[config.mk]
export PLATFORM = sky130hd
export DESIGN_NAME = alu_multibyte_seq
export DESIGN_NICKNAME = d
export VERILOG_FILES = /design/src/rtl/alu_pkg.sv /design/src/rtl/alu_multibyte_seq.sv
export SDC_FILE = /design/constraint.sdc
export NUM_CORES = 1
export LEC_CHECK = 0
export ABC_AREA = 1
export BUFFER_PORTS_ARGS = -buffer_cell sky130_fd_sc_hd__buf_2
export CORE_ASPECT_RATIO = 1.1
export CORE_MARGIN = 1
export CORE_UTILIZATION = 50
export DETAILED_ROUTE_END_ITERATION = 8
export HOLD_SLACK_MARGIN = 0.02
export PLACE_DENSITY = 0.77
export SETUP_SLACK_MARGIN = 0.4
export SLEW_MARGIN = 20
export SYNTH_ARGS = -nofsm -noshare
export SYNTH_HDL_FRONTEND = slang
export SYNTH_SLANG_ARGS = --single-unit
export TNS_END_PERCENT = 50
[constraint.sdc]
create_clock -name Clk -period 2.4 [get_ports Clk]
set_clock_uncertainty 0.15 [all_clocks]
set_input_delay 0.12 -clock Clk [delete_from_list [all_inputs] [get_ports Clk]]
set_output_delay 0.12 -clock Clk [all_outputs]
set_load 0.01 [all_outputs]
[src/rtl/alu_pkg.sv]
// Shared definitions for the multi-byte ALU sequencer: byte-ALU opcodes and
// sequencer state encoding.
package alu_pkg;

    localparam logic [2:0] OP_ADD = 3'b000;
    localparam logic [2:0] OP_SUB = 3'b001;
    localparam logic [2:0] OP_AND = 3'b010;
    localparam logic [2:0] OP_OR  = 3'b011;
    localparam logic [2:0] OP_XOR = 3'b100;
    localparam logic [2:0] OP_NOT = 3'b101;
    localparam logic [2:0] OP_SHL = 3'b110;
    localparam logic [2:0] OP_SHR = 3'b111;

    typedef enum logic [1:0] {
        S_IDLE = 2'b00,
        S_RUN  = 2'b01,
        S_DONE = 2'b10
    } seq_state_e;

endpackage

[src/rtl/alu_multibyte_seq.sv]
// Multi-byte operation sequencer: walks an external combinational 8-bit ALU
// across NBYTES bytes, chaining carry/shift bits through a link register.
module alu_multibyte_seq
    import alu_pkg::*;
#(
    parameter int unsigned NBYTES = 4
) (
    input  logic                  Clk,
    input  logic                  Rst_n,
    input  logic                  In_valid,
    output logic                  In_ready,
    input  logic [8*NBYTES-1:0]   Op_A,
    input  logic [8*NBYTES-1:0]   Op_B,
    input  logic [2:0]            Opcode,
    output logic                  Out_valid,
    input  logic                  Out_ready,
    output logic [8*NBYTES-1:0]   Result,
    output logic                  Carry_out,
    output logic                  Zero,
    output logic                  Negative,
    output logic [7:0]            Alu_A,
    output logic [7:0]            Alu_B,
    output logic [2:0]            Alu_Opcode,
    output logic                  Alu_Carry_in,
    input  logic [7:0]            Alu_Result,
    input  logic                  Alu_Carry_out
);

    localparam int unsigned W  = 8 * NBYTES;
    localparam int unsigned IW = $clog2(NBYTES);

    seq_state_e        state_q;
    logic [W-1:0]      a_q, b_q, res_q;
    logic [2:0]        op_q;
    logic [IW-1:0]     idx_q;
    logic              link_q;
    logic              cout_q;

    logic [7:0]        byte_res;
    logic              link_nxt;
    logic              carry_fin;
    logic              last_byte;
    logic [7:0]        sel_a, sel_b;

    assign sel_a     = a_q[{idx_q, 3'b000} +: 8];
    assign sel_b     = b_q[{idx_q, 3'b000} +: 8];
    // SHR walks downwards, everything else upwards.
    assign last_byte = (op_q == OP_SHR) ? (idx_q == '0) : (idx_q == IW'(NBYTES - 1));

    always_comb begin
        Alu_A        = 8'h00;
        Alu_B        = 8'h00;
        Alu_Opcode   = 3'b000;
        Alu_Carry_in = 1'b0;
        byte_res     = Alu_Result;
        link_nxt     = 1'b0;
        carry_fin    = 1'b0;
        if (state_q == S_RUN) begin
            Alu_A = sel_a;
            Alu_B = sel_b;
            unique case (op_q)
                OP_ADD: begin
                    Alu_Carry_in = link_q;
                    link_nxt     = Alu_Carry_out;
                    carry_fin    = Alu_Carry_out;
                end
                OP_SUB: begin
                    // A + ~B + 1; a clear final carry means a borrow occurred.
                    Alu_B        = ~sel_b;
                    Alu_Carry_in = link_q;
                    link_nxt     = Alu_Carry_out;
                    carry_fin    = ~Alu_Carry_out;
                end
                OP_SHL: begin
                    Alu_Opcode = OP_SHL;
                    byte_res   = Alu_Result | {7'b0, link_q};
                    link_nxt   = Alu_Carry_out;
                    carry_fin  = Alu_Carry_out;
                end
                OP_SHR: begin
                    Alu_Opcode = OP_SHR;
                    byte_res   = Alu_Result | {link_q, 7'b0};
                    link_nxt   = Alu_Carry_out;
                    carry_fin  = Alu_Carry_out;
                end
                default: begin
                    Alu_Opcode = op_q;
                end
            endcase
        end
    end

    always_ff @(posedge Clk or negedge Rst_n) begin
        if (!Rst_n) begin
            state_q <= S_IDLE;
            a_q     <= '0;
            b_q     <= '0;
            res_q   <= '0;
            op_q    <= OP_ADD;
            idx_q   <= '0;
            link_q  <= 1'b0;
            cout_q  <= 1'b0;
        end else begin
            unique case (state_q)
                S_IDLE: begin
                    if (In_valid) begin
                        a_q     <= Op_A;
                        b_q     <= Op_B;
                        op_q    <= Opcode;
                        idx_q   <= (Opcode == OP_SHR) ? IW'(NBYTES - 1) : '0;
                        link_q  <= (Opcode == OP_SUB);
                        state_q <= S_RUN;
                    end
                end
                S_RUN: begin
                    res_q[{idx_q, 3'b000} +: 8] <= byte_res;
                    link_q <= link_nxt;
                    idx_q  <= (op_q == OP_SHR) ? idx_q - 1'b1 : idx_q + 1'b1;
                    if (last_byte) begin
                        cout_q  <= carry_fin;
                        state_q <= S_DONE;
                    end
                end
                S_DONE: begin
                    if (Out_ready) begin
                        state_q <= S_IDLE;
                    end
                end
                default: state_q <= S_IDLE;
            endcase
        end
    end

    assign In_ready  = (state_q == S_IDLE);
    assign Out_valid = (state_q == S_DONE);
    assign Result    = res_q;
    assign Carry_out = cout_q;
    assign Zero      = (res_q == '0);
    assign Negative  = res_q[W-1];

endmodule

Word level (Yosys, flattened, before mapping)
Index checks and enable logic that the tools add are counted.
{"block": "totals", "output_inout_bits": 57, "register_bits": 105, "in_bits": 80, "wordCells": 65}
{"block": "op_classes", "mux": 23, "add_sub_neg": 3, "eq_ne": 11, "shifts": 4, "n_reduce_logical": 12, "n_bitwise": 4}
{"op": "$shiftx 32x6->8", "n": 2}
{"op": "$bwmux 32", "n": 1}
{"op": "$logic_not 32->1", "n": 1}
{"op": "$mux 8", "n": 4}
{"op": "$shift 8x7->32 const A", "n": 1}
{"op": "$shiftx 8x7->32", "n": 1}
{"op": "$pmux 8 s2", "n": 1}
{"op": "$mux 2", "n": 6}
{"op": "$eq 3x3->1 const B", "n": 3}
{"op": "$pmux 3 s3", "n": 1}
{"op": "$not 8->8", "n": 1}
{"op": "$or 8x1->8", "n": 1}
{"op": "$or 8x8->8", "n": 1}
{"op": "$neg 5->7", "n": 1}
{"op": "$eq 3x1->1 const B", "n": 2}
{"op": "$pmux 2 s3", "n": 1}
{"op": "$reduce_and 2->1", "n": 3}
{"op": "$mux 1", "n": 5}
{"op": "$eq 2x2->1 const B", "n": 2}
{"op": "$logic_not 2->1", "n": 2}
{"op": "$ne 2x2->1 const B", "n": 2}
{"op": "$pmux 1 s2", "n": 2}
{"op": "$pmux 2 s2", "n": 1}
{"op": "$reduce_or 4->1", "n": 1}
{"op": "other kinds (11)", "n": 11}

Depth between registers and ports, before layout
{"block": "logic_depth", "word_depth": 5, "depth_mapped": 9, "ltp_nobuf": 7}

Least setup slack after synthesis
OpenSTA, ideal clock, no wires.
{"block": "synth_timing", "path_kind": "reg-to-reg", "startpoint": "reg idx_q[0]", "endpoint": "reg res_q[23] (netlist: Result[23])", "setup_ns": 0.083, "stages_incl_launch_ff": 10, "synth_period_minus_slack_ns": 1.896, "required_ns": 2.167, "path_buffers": 4, "arrival_time_ns": 1.663, "slack_ns": 0.504, "path_cell_list": "dfrtp_1 > buf_2 > inv_2 > buf_2 > ha_1 > inv_1 > buf_4 > clkbuf_1 > nand2_1 > o21ai_0"}
{"block": "synth_between", "elab_chain_cells": 3, "elab_cells_between_ends": 4, "cone_classes": "1 x add/sub; 2 x shift; 1 x mux"}
{"element": "from (decl)", "line": "alu_multibyte_seq.sv:35", "source": "logic [IW-1:0] idx_q;"}
{"element": "from (signal assigned)", "line": "alu_multibyte_seq.sv:110", "source": "idx_q <= (Opcode == OP_SHR) ? IW'(NBYTES - 1) : '0;"}
{"element": "from (signal assigned)", "line": "alu_multibyte_seq.sv:118", "source": "idx_q <= (op_q == OP_SHR) ? idx_q - 1'b1 : idx_q + 1'b1;"}
{"element": "$neg 5->7 (*)", "line": "alu_multibyte_seq.sv:116", "source": "res_q[{idx_q, 3'b000} +: 8] <= byte_res;"}
{"element": "$shiftx 8x7->32 or $shift 8x7->32 (tied branches)", "line": "alu_multibyte_seq.sv:116"}
{"element": "$bwmux 32 (*)", "line": "alu_multibyte_seq.sv:116"}
{"element": "to (signal, indexed assignment)", "line": "alu_multibyte_seq.sv:116"}
{"element": "to (decl)", "line": "alu_multibyte_seq.sv:33", "source": "logic [W-1:0] a_q, b_q, res_q;"}
Mark *: on every way between the ends. The rest lies on a longest branch, timed or not.
A chain may end at the register's enable or synchronous reset.

Worst setup path after layout
{"block": "layout_timing", "startpoint": "reg idx_q[0]", "endpoint": "out Alu_B[4]"}
{"block": "layout_between", "elab_chain_cells": 4}
{"element": "$shiftx 32x6->8 (*)", "line": "alu_multibyte_seq.sv:46", "source": "assign sel_b = b_q[{idx_q, 3'b000} +: 8];"}
{"element": "$not 8->8", "line": "alu_multibyte_seq.sv:69", "source": "Alu_B = ~sel_b;"}
{"element": "$mux 8 (*)", "line": "alu_multibyte_seq.sv:61", "source": "unique case (op_q)"}
{"element": "$mux 8 (*)", "line": "alu_multibyte_seq.sv:58", "source": "if (state_q == S_RUN) begin"}
{"element": "to (decl)", "line": "alu_multibyte_seq.sv:22", "source": "output logic [7:0] Alu_B,"}
Marked as above.

==> metrics.txt <==
status=finished with violations; failing checks=DRC; Post-Synth XOR/XNOR Area=0; DR WL/cell=14.2 um; Initial Util=0.513; Antenna Cells=0; Slew Limit Fails=0; maximum VDD drop=0.698 mV; first-pass GRT wire length=around 23000 um; Die W=98.1 um; most frequent cell after synthesis=nand2_1; Die Height=around 110 um; max frequency=between 0.4 and 0.5 GHz; CTS clock-pin slew for the worst setup and hold paths=0.10 ns; CTS tree=yes; Post-synth top flop=dfrtp_1; Synth Area in Simple Gates=0.301; footprint of the multi-input gates=between 0.002 and 0.0025 mm^2; Power Total=between 8 and 9 mW; crit path max-delay cell type=dfrtp_2; Hold Vio Cnt, Final=0; full die area=0.0106 mm^2; Core Footprint=0.00989 mm^2; CP max stage delay=slightly below 0.5 ns; CP Cell Sequence=buf_12 > a21oi_1 > o21ai_1 > nand3_1 > nand2_1 > nor2_2 > buf_2; Synth Cell Area=0.00508 mm^2; Commonest cells post-synth=nand2_1 (258), dfrtp_1 (105), nor2_1 (63); worst setup path endpoint=Alu_B[4]; DR vias=about 5200; unrepaired setup endpoints after global routing=true; top cells by area, synth=dfrtp_1 (52%), nand2_1 (19%), o21ai_0 (4.8%), nor2_1 (4.7%), inv_1 (3.4%); largest net degree at the start of global routing=between 80 and 90; Power Density=1260 mW/mm^2; DRC=13; Register Area=approximately 0.0026 mm^2; total clock sinks=105; maximum fanout along the worst path=26; Worst Path Buf+Inv=2; Synth area leader=dfrtp_1; Seq/Total Area, Yosys=0.518; Setup crit end kind=primary output; mux contribution to synthesized area=0; via/cell ratio=around 5.2; critical path type=register to primary output; CP Launch Type=register; DRT antenna net count=0; post-DP HPWL=approximately 9000 um; Post-Synthesis Mean Instance Area=about 7.7 um^2; GR Util All Layers=0.280; RePlAce Congestion=approximately 0.83; Hold WC Path Type=input port to register; initial antenna violation count=0; num ports=about 140; Reg2Reg Setup Slack=about 0.52 ns; crit path DAT=~1.7 ns; top-area cell type share of the netlist area=0.518; CTS max path bufs=2; CTS buffer count=9; fill cell count=802; clock tree root buffer cell=clkbuf_8; standby leakage power=about 3.7 nW; Top Family by Delay on Critical Path=flip-flops; Clk Latency, worst-skew pair=around 0.37 ns; reg-to-reg endpoint=b_q[8]; EDFF count, synth=0; vias in the first global route=5130; compound-gate portion of the synthesized area=0.0979; # rows=38; final WL=~14000 um; endpoints failing setup=0; worst-margin pin slew=~0.94 ns; YS warnings=0; drt pass-1 iters=9; synthesized net count=745; largest family of logic cells by synthesized area=simple AND/OR/NAND/NOR gates; Data required, critical path=about 2.1 ns; post-synthesis async set-or-reset flop share=1.00; CP Launch Point=idx_q[0]; crit share post-route=0.838; #FFs+latches synth=around 110; Max-slew headroom=0.371; synth-to-layout area growth=35.9%; share of cells above drive strength 1=0.212; Syn Inst Count=~660; FF-to-FF path depth=6; synth unique cells=28; H-Tree Depth=3; 1st-iter DRT viols=~330; gr ovfl total=0; nets=approximately 950; Final min period=between 2 and 2.5 ns; R2R Path Start=state_q[0]; setup TNS=0 ns; Post-Synth Adder-Cell Area=0.00986; Crit. path cell count=7; Port Buffers=about 140; max_cap viols=0
area by class of cell:
class / instances / share of cell area
Sequential cell: 105 / 0.381
Multi-Input combinational cell: 473 / 0.304
Timing Repair Buffer: 223 / 0.233
Inverter: 52 / 0.0292
Tap cell: 120 / 0.0218
Clock buffer: 12 / 0.0210
Clock inverter: 3 / 0.00943
state kept, by name, indices dropped and copies added (netlist names):
register / cells
Carry_out: 1
Result: 32
a_q: 32
b_q: 32
idx_q: 2
link_q: 1
op_q: 3
state_q: 2
what timing repair did:
action | in CTS | in global routing
pin swaps | 1 | 2
resized for setup | 9 | 19
hold endpoints to repair | 140 | 0
setup buffers | 1 | 0
hold buffers | 77 | 0
setup endpoints to repair | 8 | 17
report_power, final:
part | total, mW | switching (mW) | leakage, nW | internal [mW]
registers | 3.04 | 0.481 | 1.34 | 2.56
clock network | 1.20 | 0.587 | 0.106 | 0.611
logic | 4.42 | 2.78 | 2.23 | 1.64
cell usage in the layout (no fill, tap or decap), types with 3 or more instances in the layout:
cell	netlist	final
buf_12	0	6
buf_2	15	135
inv_2	5	5
nor2_1	63	59
clkbuf_8	0	10
ha_1	4	4
nand2_1	258	258
nand3_1	34	34
a21oi_1	24	21
o22ai_1	13	13
o21ai_0	49	43
inv_1	46	45
nand4_1	8	8
dfrtp_1	105	104
nor2_2	4	7
buf_4	6	4
nor2_4	2	3
o21ai_1	4	10
a21oi_2	0	3
dlygate4sd3_1	0	77
worst min path at each step:
stage / startpoint / endpoint / cells after the start
after floorplan: Rst_n / Carry_out / 0
after global placement: Rst_n / Carry_out / 1
after detailed placement: Rst_n / Result[20] / 1
after CTS: Alu_Result[7] / Result[7] / 4
after global routing: Alu_Result[7] / Result[7] / 4
final: Alu_Result[7] / Result[7] / 4
through the flow:
step / area, um^2 / worst slack [ns] / hold slack, ns / instances / util
final: 6900 / 0.388 / 0.0657 / 988 / 0.697
after global routing: 6900 / 0.323 / 0.0754 / 988 / 0.697
after CTS: 6850 / 0.404 / 0.0554 / 988 / 0.693
after detailed placement: 5820 / 0.571 / 0.0141 / 895 / 0.589
after global placement: 5820 / 0.649 / 0.0102 / 895 / 0.589
after floorplan: 5080 / 0.504 / -0.326 / 661 / -
routing by layer:
layer	wire, um	up-vias	GRT usage	part of all wire
met5	0	-	0	0
met4	679	0	0.166	0.048
met3	652	60	0.0351	0.046
met2	7130	198	0.497	0.51
met1	5600	2418	0.325	0.40
li1	-	2486	-	-
cell families after synthesis:
| group | Yosys count |
|---|---|
| and+or+nand+nor | 375 |
| buffers and inverters | 83 |
| adders and majority gates | 4 |
| DFF | 105 |
| AOI/OAI and AO/OA | 94 |
worst reg2reg max path, delay by kind of cell, from the launching register on:
kind	cells	cell delay (ns)
flip-flops	1	0.43
buffers and inverters	2	0.74
AND/OR/NAND/NOR	4	0.50
No activity file was read; power rests on OpenSTA's default activity.
